--- src/rtl/tmds_decoder_if.sv ---
// Bundles one TMDS channel's deserializer word with its decoded pixel/control/alignment outputs.
// Flow is one word per pixel clock; there is no backpressure.
interface tmds_decoder_if;
    logic [9:0] i_tmds;
    logic [7:0] o_data;
    logic [1:0] o_ctrl;
    logic       o_de;
    logic       o_locked;
    logic       o_bitslip;

    modport master (output i_tmds, input o_data, o_ctrl, o_de, o_locked, o_bitslip);
    modport slave  (input i_tmds, output o_data, o_ctrl, o_de, o_locked, o_bitslip);
endinterface

--- src/rtl/tmds_decoder.sv ---
// Per-channel TMDS word decoder with control-token word alignment and bitslip requests.
// Latency 1 cycle, all outputs registered; no backpressure, one word accepted every clock.
module tmds_decoder #(
    parameter int LOCK_RUN       = 16,
    parameter int SEARCH_TIMEOUT = 4096,
    parameter int SLIP_SETTLE    = 8,
    parameter int LOSS_TIMEOUT   = 65536
) (
    input  logic          i_hdmi_clk,
    input  logic          i_reset_n,
    tmds_decoder_if.slave bus
);
    localparam int RW = $clog2(LOCK_RUN) + 1;
    localparam int TW = $clog2(SEARCH_TIMEOUT) + 1;
    localparam int SW = $clog2(SLIP_SETTLE) + 1;
    localparam int LW = $clog2(LOSS_TIMEOUT) + 1;

    localparam logic [9:0] TOK_C00 = 10'b1101010100;
    localparam logic [9:0] TOK_C01 = 10'b0010101011;
    localparam logic [9:0] TOK_C10 = 10'b0101010100;
    localparam logic [9:0] TOK_C11 = 10'b1010101011;

    typedef enum logic [1:0] {SEARCH, SLIP_WAIT, LOCKED} state_t;

    state_t        state_q, state_d;
    logic [RW-1:0] run_q, run_d, run_n;
    logic [TW-1:0] timer_q, timer_d, timer_n;
    logic [SW-1:0] settle_q, settle_d, settle_n;
    logic [LW-1:0] loss_q, loss_d, loss_n;
    logic          prev_vld_q, prev_vld_d;
    logic [1:0]    prev_tok_q, prev_tok_d;
    logic [7:0]    data_q, data_d;
    logic [1:0]    ctrl_q, ctrl_d;
    logic          de_q, de_d;
    logic          locked_q, locked_d;
    logic          bitslip_q, bitslip_d;

    logic          is_tok;
    logic [1:0]    tok;
    logic [7:0]    d_inv;
    logic [7:0]    dec;
    logic          lock_hit;

    always_comb begin
        is_tok = 1'b1;
        tok    = 2'b00;
        case (bus.i_tmds)
            TOK_C00: tok = 2'b00;
            TOK_C01: tok = 2'b01;
            TOK_C10: tok = 2'b10;
            TOK_C11: tok = 2'b11;
            default: is_tok = 1'b0;
        endcase
    end

    // Bit 8 selects XOR vs XNOR chaining; bit 9 marks an inverted payload.
    assign d_inv = bus.i_tmds[9] ? ~bus.i_tmds[7:0] : bus.i_tmds[7:0];
    assign dec   = {d_inv[7:1] ^ d_inv[6:0] ^ {7{~bus.i_tmds[8]}}, d_inv[0]};

    always_comb begin
        run_n = RW'(0);
        if (is_tok) begin
            if (prev_vld_q && tok == prev_tok_q)
                run_n = (run_q == RW'(LOCK_RUN)) ? run_q : run_q + RW'(1);
            else
                run_n = RW'(1);
        end
    end

    assign lock_hit = is_tok && (run_n == RW'(LOCK_RUN));
    assign timer_n  = timer_q + TW'(1);
    assign settle_n = settle_q + SW'(1);
    assign loss_n   = loss_q + LW'(1);

    always_comb begin
        state_d    = state_q;
        run_d      = run_n;
        timer_d    = timer_q;
        settle_d   = settle_q;
        loss_d     = loss_q;
        prev_vld_d = prev_vld_q | is_tok;
        prev_tok_d = is_tok ? tok : prev_tok_q;
        bitslip_d  = 1'b0;

        case (state_q)
            SEARCH: begin
                if (lock_hit) begin
                    state_d = LOCKED;
                    timer_d = TW'(0);
                    loss_d  = LW'(0);
                end else if (timer_n == TW'(SEARCH_TIMEOUT)) begin
                    state_d    = SLIP_WAIT;
                    bitslip_d  = 1'b1;
                    timer_d    = TW'(0);
                    settle_d   = SW'(0);
                    run_d      = RW'(0);
                    prev_vld_d = 1'b0;
                end else begin
                    timer_d = timer_n;
                end
            end
            SLIP_WAIT: begin
                // Deserializer is realigning: whatever arrives now is garbage.
                run_d      = RW'(0);
                prev_vld_d = 1'b0;
                if (settle_n == SW'(SLIP_SETTLE)) begin
                    state_d  = SEARCH;
                    settle_d = SW'(0);
                    timer_d  = TW'(0);
                end else begin
                    settle_d = settle_n;
                end
            end
            LOCKED: begin
                if (is_tok) begin
                    loss_d = LW'(0);
                end else if (loss_n == LW'(LOSS_TIMEOUT)) begin
                    state_d    = SEARCH;
                    loss_d     = LW'(0);
                    timer_d    = TW'(0);
                    run_d      = RW'(0);
                    prev_vld_d = 1'b0;
                end else begin
                    loss_d = loss_n;
                end
            end
            default: state_d = SEARCH;
        endcase

        // Gating follows the state the word was sampled in, so the word that
        // drops lock is still delivered and the word that gains lock is not.
        locked_d = (state_d == LOCKED);
        data_d   = 8'h00;
        ctrl_d   = 2'b00;
        de_d     = 1'b0;
        if (state_q == LOCKED) begin
            if (is_tok) begin
                ctrl_d = tok;
            end else begin
                ctrl_d = ctrl_q;
                data_d = dec;
                de_d   = 1'b1;
            end
        end
    end

    always_ff @(posedge i_hdmi_clk or negedge i_reset_n) begin
        if (!i_reset_n) begin
            state_q    <= SEARCH;
            run_q      <= '0;
            timer_q    <= '0;
            settle_q   <= '0;
            loss_q     <= '0;
            prev_vld_q <= 1'b0;
            prev_tok_q <= 2'b00;
            data_q     <= 8'h00;
            ctrl_q     <= 2'b00;
            de_q       <= 1'b0;
            locked_q   <= 1'b0;
            bitslip_q  <= 1'b0;
        end else begin
            state_q    <= state_d;
            run_q      <= run_d;
            timer_q    <= timer_d;
            settle_q   <= settle_d;
            loss_q     <= loss_d;
            prev_vld_q <= prev_vld_d;
            prev_tok_q <= prev_tok_d;
            data_q     <= data_d;
            ctrl_q     <= ctrl_d;
            de_q       <= de_d;
            locked_q   <= locked_d;
            bitslip_q  <= bitslip_d;
        end
    end

    assign bus.o_data    = data_q;
    assign bus.o_ctrl    = ctrl_q;
    assign bus.o_de      = de_q;
    assign bus.o_locked  = locked_q;
    assign bus.o_bitslip = bitslip_q;
endmodule
--- src/flat_wrapper.sv ---
// flat-port wrapper written by rule: the top's interface ports become plain ports
module tmds_decoder_flat 
#(
    parameter int LOCK_RUN       = 16,
    parameter int SEARCH_TIMEOUT = 4096,
    parameter int SLIP_SETTLE    = 8,
    parameter int LOSS_TIMEOUT   = 65536
)
  (i_hdmi_clk, i_reset_n, bus_i_tmds, bus_o_data, bus_o_ctrl, bus_o_de, bus_o_locked, bus_o_bitslip);
  tmds_decoder_if bus_i ();
  input  logic i_hdmi_clk;
  input  logic i_reset_n;
  input wire logic [$bits(bus_i.i_tmds)-1:0] bus_i_tmds;
  output wire logic [$bits(bus_i.o_data)-1:0] bus_o_data;
  output wire logic [$bits(bus_i.o_ctrl)-1:0] bus_o_ctrl;
  output wire logic [$bits(bus_i.o_de)-1:0] bus_o_de;
  output wire logic [$bits(bus_i.o_locked)-1:0] bus_o_locked;
  output wire logic [$bits(bus_i.o_bitslip)-1:0] bus_o_bitslip;
  assign bus_i.i_tmds = bus_i_tmds;
  assign bus_o_data = bus_i.o_data;
  assign bus_o_ctrl = bus_i.o_ctrl;
  assign bus_o_de = bus_i.o_de;
  assign bus_o_locked = bus_i.o_locked;
  assign bus_o_bitslip = bus_i.o_bitslip;
  tmds_decoder #(.LOCK_RUN(LOCK_RUN), .SEARCH_TIMEOUT(SEARCH_TIMEOUT), .SLIP_SETTLE(SLIP_SETTLE), .LOSS_TIMEOUT(LOSS_TIMEOUT)) u_core (.i_hdmi_clk(i_hdmi_clk), .i_reset_n(i_reset_n), .bus(bus_i));
endmodule
--- config.mk ---
export PLATFORM = sky130hd
export DESIGN_NAME = tmds_decoder_flat
export DESIGN_NICKNAME = d
export VERILOG_FILES = /design/src/rtl/tmds_decoder_if.sv /design/src/rtl/tmds_decoder.sv /design/src/flat_wrapper.sv
export SDC_FILE = /design/constraint.sdc
export NUM_CORES = 1
export LEC_CHECK = 0
export CAP_MARGIN = 15
export CORE_MARGIN = 4
export CORE_UTILIZATION = 25
export DETAILED_ROUTE_END_ITERATION = 16
export HOLD_SLACK_MARGIN = 0.05
export PLACE_DENSITY = 0.39
export REMOVE_ABC_BUFFERS = 1
export SLEW_MARGIN = 20
export SYNTH_ARGS = -nofsm -noshare
export SYNTH_HDL_FRONTEND = slang
export SYNTH_SLANG_ARGS = --single-unit
--- constraint.sdc ---
create_clock -name i_hdmi_clk -period 4.8 [get_ports i_hdmi_clk]
set_input_delay 0.96 -clock i_hdmi_clk [delete_from_list [all_inputs] [get_ports i_hdmi_clk]]
set_output_delay 0.96 -clock i_hdmi_clk [all_outputs]
set_load 0.02 [all_outputs]
Word-level counts from Yosys, hierarchy flattened
Index checks and enable logic that the tools add are counted.
Storage, ports and cells
  register bits after elaboration: 57
  input port bits: 12
  output and inout port bits: 13
  word-level logic and storage cells: 96
Operators by class
  $add $sub $neg: 4
  equality and inequality tests: 20
  muxes and demuxes: 45
  bitwise gates (word level): 5
  reductions and logical operators: 10
Operators by type and width (number)
  $mux 13: 5
  $mux 17: 3
  $pmux 13 s3: 1
  $mux 5: 7
  $pmux 17 s2: 1
  $mux 8: 3
  $eq 10x10->1 const B: 2
  $add 17x1->17 const B: 1
  $eq 17x17->1 const B: 1
  $pmux 5 s3: 1
  $mux 2: 7
  $xor 7x7->7: 2
  $add 13x1->13 const B: 1
  $eq 13x13->1 const B: 1
  $mux 4: 3
  $pmux 2 s3: 2
  $eq 10x8->1 const B: 1
  $eq 10x9->1 const B: 1
  $eq 5x5->1 const B: 2
  $mux 1: 10
  $ne 2x1->1 const B: 5
  $not 8->8: 1
  $pmux 4 s2: 1
  $add 5x1->5 const B: 1
  17 further kinds: 21

Logic depth before layout (Yosys ltp)
Gate-level depths: netlist of the first run.
  depth after elaboration: 11
  depth in mapped cells: 10
  mapped depth without buffers: 10

Worst setup path before layout of the first run
No wires, ideal clock.
  kind: input -> register
  from: in bus_i_tmds[8]
  to: reg u_core.settle_q[0]
  setup time: 0.125 ns
  arrival time: 2.805 ns
  data required time: 4.675 ns
  path slack: 1.870 ns
  stages: 9
  buffers on the path: 2
  path through: buf_2 -> nand2b_1 -> nor4b_1 -> o2111ai_1 -> and2_1 -> and3_1 -> buf_2 -> nor2_1 -> mux2_2
On the way
  longest elaborated chain between the ends: 10
  elaborated cells on any way between the ends: 15
  those cells by class: eq/ne (7); mux (4); reduce/logical (4)
RTL lines
  from (decl): line flat_wrapper.sv:13  | input wire logic [$bits(bus_i.i_tmds)-1:0] bus_i_tmds;
  $eq 10x10->1, or another cell as far along: line tmds_decoder.sv:47  | case (bus.i_tmds)
  $pmux 2 s3: line tmds_decoder.sv:47
  $eq 2x2->1: line tmds_decoder.sv:63  | if (prev_vld_q && tok == prev_tok_q)
  $logic_and 1x1->1: line tmds_decoder.sv:63
  $mux 5: line tmds_decoder.sv:63
  $mux 5: line tmds_decoder.sv:62  | if (is_tok) begin
  $eq 5x5->1: line tmds_decoder.sv:70  | assign lock_hit = is_tok && (run_n == RW'(LOCK_RUN));
  $logic_and 1x1->1 (*): line tmds_decoder.sv:70
  $ne 2x2->1 (no line) (*)
  $reduce_and 3->1 (no line) (*)
  to (signal assigned): line tmds_decoder.sv:165  | settle_q <= settle_d;
  to (decl): line tmds_decoder.sv:28  | logic [SW-1:0] settle_q, settle_d, settle_n;
Every way passes the cells marked *; elsewhere a longest branch is shown, timed or not.
A chain may end at the register's enable or synchronous reset.

Worst setup path after layout of the first run
  from: in bus_i_tmds[5]
  to: reg u_core.timer_q[8]
On the way
  longest elaborated chain between the ends: 10
  elaborated cells on any way between the ends: 17
  those cells by class: eq/ne (7); mux (6); reduce/logical (4)
RTL lines
  $eq 10x10->1, or another cell as far along: line tmds_decoder.sv:47
  $pmux 2 s3: line tmds_decoder.sv:47
  $eq 2x2->1: line tmds_decoder.sv:63
  $logic_and 1x1->1: line tmds_decoder.sv:63
  $mux 5: line tmds_decoder.sv:63
  $mux 5: line tmds_decoder.sv:62
  $eq 5x5->1: line tmds_decoder.sv:70
  $logic_and 1x1->1: line tmds_decoder.sv:70
  $mux 13: line tmds_decoder.sv:87  | if (lock_hit) begin
  $pmux 13 s3: line tmds_decoder.sv:85  | case (state_q)
  to (signal assigned): line tmds_decoder.sv:164  | timer_q <= timer_d;
  to (decl): line tmds_decoder.sv:27  | logic [TW-1:0] timer_q, timer_d, timer_n;
Parallel ways exist; a longest one is shown, timed or not.

==> load_flow_metrics.sql, run 1 <==
INSERT INTO impl_metrics (metric_group, metric, value, unit) VALUES
('clocking', 'path_clk_slew', '0.06', 'ns'),
('layout', 'post_route_cells_drive_above_1_share', '0.0759', ''),
('synth', 'synth-warning-count', '0', ''),
('sta', 'timing.final.crit_period', '3.69', 'ns'),
('clocking', 'clockBufferDepth', '2', ''),
('drt', 'via_per_inst', '5.00', ''),
('grt', 'grtUsageTotal', '0.121', ''),
('status', 'status', 'finished clean', ''),
('synth', 'asyncSetResetFlopFracSynth', '1.00', ''),
('critical_path', 'worstPathMaxFanout', '11', ''),
('floorplanning', 'die_h', '130', 'um'),
('place', 'place.gp.congestion', '0.771', ''),
('floorplanning', 'initial_core_util', '0.256', ''),
('grt', 'number_of_global_route_vias_before_repair', '3216', ''),
('sta', 'finalClockSkew', '0.0119', 'ns'),
('clocking', 'clk-insertion-delay-late', '0.33', 'ns'),
('synth', 'number_of_storage_elements_in_the_synthesis_netlist', '57', ''),
('clocking', 'cts.repair_timing.setup_buffer_count', '0', ''),
('critical_path', 'worst-setup-path-type', 'in -> reg', ''),
('sta', 'maxClockFrequency', '271', 'MHz'),
('grt', 'maximum_number_of_pins_on_one_net_before_global_route_repair', '34', ''),
('critical_path', 'setup.worst_path.end_class', 'flip-flop', ''),
('sta', 'final.setup.tns', '0', 'ns'),
('place', 'place.detailed.hpwl', '6580', 'um'),
('layout', 'finish.net_count', '471', ''),
('floorplanning', 'boundaryPins', '25', ''),
('pwr', 'power.ir.vdd_worst', '145', 'uV'),
('pwr', 'power.static_leakage', '0.00179', 'uW'),
('drt', 'ant_nets', '0', ''),
('layout', 'antenna_cells_inserted', '0', ''),
('sta', 'worst_pin_slew', '0.892', 'ns'),
('synth', 'mappedNetlistArea', '3720', 'um2'),
('sta', 'setup_viol_count_final', '0', ''),
('drt', 'drt_drc_violations_left', '0', ''),
('floorplanning', 'fp-row-count', '44', ''),
('synth', 'synth_flop_cell', 'dfrtp_1', ''),
('flow_run', 'max_cap_viol_count', '0', ''),
('clocking', 'cts_tree', 'done', ''),
('sta', 'timing.final.max_slew_violations', '0', ''),
('critical_path', 'critPathArrivalTime', '3.94', 'ns'),
('floorplanning', 'core_area', '14500', 'um2'),
('place', 'port_buffer_cells', '24', ''),
('layout', 'layout_common_cells', '57 x dfrtp_1, 49 x nand2_1, 37 x nor2_1, 28 x inv_1, 23 x clkdlybuf4s50_1', ''),
('drt', 'wire_per_inst', '14.5', 'um'),
('drt', 'routed_wl', '9190', 'um'),
('clocking', 'cts_made_buffers', '9', ''),
('layout', 'mostFrequentLayoutCell', 'dfrtp_1', ''),
('floorplanning', 'floorplan.die_area', '16900', 'um2'),
('grt', 'grt_first_pass_wirelength', '16200', 'um'),
('critical_path', 'worstPathRequired', '5.05', 'ns'),
('synth', 'syn-instance-count', '427', ''),
('grt', 'number_of_antenna_violations_at_the_first_check_in_global_routing', '0', ''),
('hold_path', 'min_path_type', 'reg -> reg', ''),
('clocking', 'cts_max_level', '3', ''),
('sta', 'setup_repair_after_global_routing_missed_its_margin', 'false', ''),
('clocking', 'clock-root-buffer', 'clkbuf_16', ''),
('sta', 'slew_headroom', '0.405', ''),
('pwr', 'power_density_over_the_cells', '273', 'nW/um2'),
('drt', 'via_count', '3158', ''),
('floorplanning', 'chipWidth', '130', 'um'),
('hold_path', 'min_delay_path_depth', '2', ''),
('clocking', 'cts_stage_hold_buffer_count', '0', ''),
('layout', 'syn2layout_area_growth', '18.6', '%'),
('synth', 'number_of_synthesized_flops_with_an_enable_pin', '0', ''),
('drt', 'detail_route.first_pass.iterations', '4', ''),
('layout', 'final_cells', '632', ''),
('synth', 'syn_avg_cell_area', '8.71', 'um2'),
('critical_path', 'worstSetupStartpointType', 'input port', ''),
('place', 'placed_cells_incl_taps', '616', ''),
('clocking', 'clock_sink_count', '57', ''),
('synth', 'post_synth_num_cell_types', '56', ''),
('sta', 'post-route-period-util', '0.769', ''),
('grt', 'grt_overflow_total', '0', ''),
('critical_path', 'reg2regPathDepth', '8', ''),
('clocking', 'ctsResizeCount', '0', ''),
('critical_path', 'reg2reg_slack', '1.53', 'ns'),
('drt', 'drtIter0Drc', '163', ''),
('synth', 'synth-seq-area-share', '0.384', ''),
('sta', 'hold_viol_final', '0', '');
## critical path, stage by stage
cell             delay, ns
clkdlybuf4s50_1       0.52
inv_1                 0.06
ha_1                  0.17
nand4b_1              0.14
nor4_1                0.09
o2111ai_1             0.28
nand2b_1              0.18
a21oi_1               0.72
or3b_1                0.59
o22ai_1               0.22
## cells by family after synthesis
family,synth area share
simple gates,0.261
compound gates,0.167
flops,0.384
buf+inv,0.0559
xor+xnor,0.0589
fa+ha+maj,0.0539
mux,0.0199
## cells in the mapped netlist (4+ instances only)
library cell	number	area [um2]
or4_1	4	30.0
buf_2	4	20.0
a31oi_1	9	56.3
nor4_1	14	87.6
nor2_1	37	139
nor3_1	6	30.0
clkbuf_1	16	60.1
o41ai_1	4	35.0
nand4_1	7	43.8
inv_1	28	105
ha_1	16	200
nand2_1	49	184
nand3_1	20	100
a21oi_1	14	70.1
or2_2	4	25.0
xnor2_1	21	184
o22ai_1	11	68.8
and3_1	6	37.5
o31ai_1	7	52.6
or3_1	4	25.0
mux2i_1	4	40.0
dfrtp_1	57	1430
o21ai_0	11	55.1
nand2b_1	9	56.3
xor2_1	4	35.0
a211oi_1	15	113
## path summary, 6_finish.rpt
| check | startpoint | to |
|---|---|---|
| max in group asynchronous | i_reset_n | u_core.bus.o_data[7]$_DFF_PN0_ |
| worst min-delay path | u_core.loss_q[16]$_DFFE_PN0P_ | u_core.loss_q[16]$_DFFE_PN0P_ |
| worst min register to register | u_core.loss_q[16]$_DFFE_PN0P_ | u_core.loss_q[16]$_DFFE_PN0P_ |
| worst max register to register | u_core.timer_q[0]$_DFFE_PN0P_ | u_core.timer_q[8]$_DFFE_PN0P_ |
| worst max-delay path | bus_i_tmds[5] | u_core.timer_q[8]$_DFFE_PN0P_ |
| min in group asynchronous | i_reset_n | u_core.timer_q[8]$_DFFE_PN0P_ |
## per-stage QoR
stage	worst slack [ns]	power [uW]	hold slack, ns	area, um2	utilization
detailed placement	0.721	552	0.494	4100	0.282
global route	0.855	1260	0.568	4410	0.303
CTS	1.09	1230	0.509	4410	0.303
finish	1.11	1200	0.505	4410	0.303
global placement	0.805	553	0.481	4100	0.282
floorplan	1.86	522	0.464	3610	-
## report_power, final
group | internal [uW] | total [uW] | switching, uW
combinational | 24.5 | 52.7 | 28.2
sequential | 484 | 489 | 4.96
clock | 428 | 662 | 235
total | 936 | 1200 | 268
## layout make-up
class | count | area, um2
clock inverter | 5 | 53.8
inverter | 28 | 105
tap | 184 | 230
timing repair buffer | 27 | 258
fill | 1594 | 10100
multi-input combinational | 320 | 2080
clock buffer | 11 | 253
sequential | 57 | 1430
## state kept, by name, summed over array words and instances (netlist names)
name / cells
u_core.bus.o_bitslip: 1
u_core.bus.o_ctrl: 2
u_core.bus.o_data: 8
u_core.bus.o_de: 1
u_core.bus.o_locked: 1
u_core.loss_q: 17
u_core.prev_tok_q: 2
u_core.prev_vld_q: 1
u_core.run_q: 5
u_core.settle_q: 4
u_core.state_q: 2
u_core.timer_q: 13
## routing by layer
| layer | vias up | routed length [um] | GRT usage |
|---|---|---|---|
| met3 | 9 | 486 | 0.0479 |
| met1 | 1510 | 4380 | 0.152 |
| li1 | 1586 | - | - |
| met5 | - | 0 | 0 |
| met4 | 0 | 96 | 0.0312 |
| met2 | 53 | 4230 | 0.193 |
Power figures use the tool's default switching activity.
==> run 2: changes to the inputs <==
==> constraint.sdc (replaced) <==
create_clock -name i_hdmi_clk -period 3.7 [get_ports i_hdmi_clk]
set_input_delay 0.74 -clock i_hdmi_clk [delete_from_list [all_inputs] [get_ports i_hdmi_clk]]
set_output_delay 0.74 -clock i_hdmi_clk [all_outputs]
set_load 0.02 [all_outputs]
==> load_flow_metrics.sql, run 2 (synthesis gave the netlist of run 1 again) <==
INSERT INTO impl_metrics (metric_group, metric, value, unit) VALUES
('critical_path', 'regToRegStartpoint', 'u_core.timer_q[0]$_DFFE_PN0P_', ''),
('critical_path', 'worstPathMaxFanout', '32', ''),
('sta', 'final.setup.tns', '0', 'ns'),
('drt', 'ant_nets', '0', ''),
('pwr', 'post-layout-total-power', '1560', 'uW'),
('grt', 'grtUsageTotal', '0.125', ''),
('sta', 'hold_viol_final', '0', ''),
('clocking', 'clock_sink_count', '57', ''),
('floorplanning', 'chipWidth', '130', 'um'),
('pwr', 'power_density_over_the_cells', '350', 'nW/um2'),
('pwr', 'netSwitchingFraction', '0.230', ''),
('sta', 'fin_worst_hold_slack', '0.380', 'ns'),
('drt', 'drtIter0Drc', '178', ''),
('hold_path', 'min_path_type', 'in -> async', ''),
('critical_path', 'critical_path_depth', '8', ''),
('clocking', 'clockBufferDepth', '2', ''),
('layout', 'syn2layout_area_growth', '19.6', '%'),
('clocking', 'cts_max_level', '3', ''),
('sta', 'maxClockFrequency', '316', 'MHz'),
('grt', 'maximum_number_of_pins_on_one_net_before_global_route_repair', '38', ''),
('pwr', 'clock_power_share', '0.547', ''),
('sta', 'finalClockSkew', '0.00687', 'ns'),
('sta', 'timing.final.crit_period', '3.17', 'ns'),
('sta', 'setup_viol_count_final', '0', ''),
('sta', 'timing.final.max_slew_violations', '0', ''),
('critical_path', 'worstSetupStartpointType', 'input port', ''),
('place', 'place.gp.congestion', '0.724', ''),
('floorplanning', 'fp-row-count', '44', ''),
('critical_path', 'setup.worst_path.end_class', 'flip-flop', ''),
('grt', 'number_of_global_route_vias_before_repair', '3272', ''),
('layout', 'largest_register_ff_count', '17', ''),
('drt', 'drt_drc_violations_left', '0', ''),
('pwr', 'switchingPower', '357', 'uW'),
('critical_path', 'critPathBufInv', '1', ''),
('clocking', 'clock-root-buffer', 'clkbuf_16', ''),
('place', 'placed_cells_incl_taps', '622', ''),
('grt', 'grt_overflow_total', '0', ''),
('layout', 'mostFrequentLayoutCell', 'dfrtp_1', ''),
('floorplanning', 'core_area', '14500', 'um2'),
('layout', 'layout_common_cells', '57 x dfrtp_1, 49 x nand2_1, 37 x nor2_1, 28 x inv_1, 23 x clkdlybuf4s50_1', ''),
('drt', 'routed_wl', '9410', 'um'),
('place', 'place.detailed.hpwl', '6650', 'um'),
('floorplanning', 'die_h', '130', 'um'),
('drt', 'via_count', '3208', ''),
('critical_path', 'reg2regPathDepth', '8', ''),
('critical_path', 'reg2reg_slack', '0.66', 'ns'),
('pwr', 'seq_power_share', '0.408', ''),
('clocking', 'cts_made_buffers', '9', ''),
('flow_run', 'max_cap_viol_count', '0', ''),
('pwr', 'power.ir.vdd_worst', '190', 'uV'),
('layout', 'antenna_cells_inserted', '0', ''),
('layout', 'finish.net_count', '477', ''),
('clocking', 'cts.repair_timing.setup_buffer_count', '0', ''),
('layout', 'post_route_cells_drive_above_1_share', '0.0859', ''),
('floorplanning', 'initial_core_util', '0.256', ''),
('grt', 'grt_first_pass_wirelength', '16600', 'um'),
('drt', 'detail_route.first_pass.iterations', '4', ''),
('critical_path', 'worstPathRequired', '3.94', 'ns'),
('clocking', 'cts_stage_hold_buffer_count', '0', ''),
('place', 'port_buffer_cells', '24', ''),
('critical_path', 'critical_path.slowest_cell', 'mux2_2', ''),
('layout', 'final_cells', '638', ''),
('critical_path', 'critical_path.cell_chain', 'clkdlybuf4s50_1, ha_1, nand4b_1, nor4b_1, o2111ai_1, mux2_2, nand3b_1, o31ai_1', ''),
('sta', 'setup_repair_after_global_routing_missed_its_margin', 'false', ''),
('clocking', 'clk-insertion-delay-late', '0.34', 'ns'),
('sta', 'post-route-period-util', '0.856', ''),
('pwr', 'pwr-share-comb', '0.045', ''),
('status', 'status', 'finished clean', ''),
('pwr', 'power.static_leakage', '0.00180', 'uW'),
('drt', 'via_per_inst', '5.03', ''),
('clocking', 'path_clk_slew', '0.05', 'ns'),
('sta', 'slew_headroom', '0.484', ''),
('pwr', 'internal_power', '1200', 'uW'),
('critical_path', 'rr_endpoint', 'u_core.run_q[3]$_DFF_PN0_', ''),
('critical_path', 'cp_top_family', 'simple AND/OR/NAND/NOR gates', ''),
('sta', 'worst_pin_slew', '0.774', 'ns'),
('clocking', 'cts_tree', 'done', ''),
('floorplanning', 'boundaryPins', '25', ''),
('grt', 'number_of_antenna_violations_at_the_first_check_in_global_routing', '0', ''),
('critical_path', 'worst-setup-path-type', 'in -> reg', ''),
('clocking', 'ctsResizeCount', '0', ''),
('critical_path', 'crit_path_max_incr_delay', '0.57', 'ns'),
('critical_path', 'critPathArrivalTime', '3.41', 'ns'),
('drt', 'wire_per_inst', '14.8', 'um'),
('floorplanning', 'floorplan.die_area', '16900', 'um2'),
('layout', 'regMostFlops', 'u_core.loss_q', '');
==> run 2: power groups by stage <==
stage          Clock [uW]  Combinational [uW]  Sequential (uW)
6_report              851                70.3              635
5_1_grt               916                81.2              635
4_1_cts               882                73.4              635
3_5_place_dp            0                73.1              646
3_3_place_gp            0                73.4              646
2_1_floorplan           0                33.5              644
==> run 2: cell type report <==
| type | count | area, um2 |
|---|---|---|
| sequential | 57 | 1430 |
| inverter | 28 | 105 |
| tap | 184 | 230 |
| fill | 1593 | 10100 |
| multi-input combinational | 320 | 2080 |
| timing repair buffer | 33 | 303 |
| clock inverter | 5 | 55.1 |
| clock buffer | 11 | 243 |
==> run 2: worst max-delay path by stage <==
stage	to	startpoint	slack, ns
after CTS	u_core.loss_q[11]$_DFFE_PN0P_	bus_i_tmds[1]	0.56
after floorplan	u_core.timer_q[3]$_DFFE_PN0P_	bus_i_tmds[5]	0.98
after global placement	u_core.loss_q[11]$_DFFE_PN0P_	bus_i_tmds[4]	0.27
after global routing	u_core.loss_q[11]$_DFFE_PN0P_	bus_i_tmds[1]	0.29
after detailed placement	u_core.loss_q[11]$_DFFE_PN0P_	bus_i_tmds[1]	0.20
final	u_core.loss_q[11]$_DFFE_PN0P_	bus_i_tmds[1]	0.53
==> run 2: stage by stage <==
stage	utilization	worst slack, ns	area, um2
floorplan	-	0.984	3610
global placement	0.285	0.269	4150
detailed placement	0.285	0.204	4150
CTS	0.306	0.559	4450
global route	0.306	0.288	4450
finish	0.306	0.534	4450
==> run 2: layer usage <==
metal	GRT usage	vias up	share of wire
met3	0.0323	13	0.039
met1	0.165	1546	0.49
li1	-	1598	-
met5	0	-	0
met4	0.0544	0	0.019
met2	0.193	51	0.45
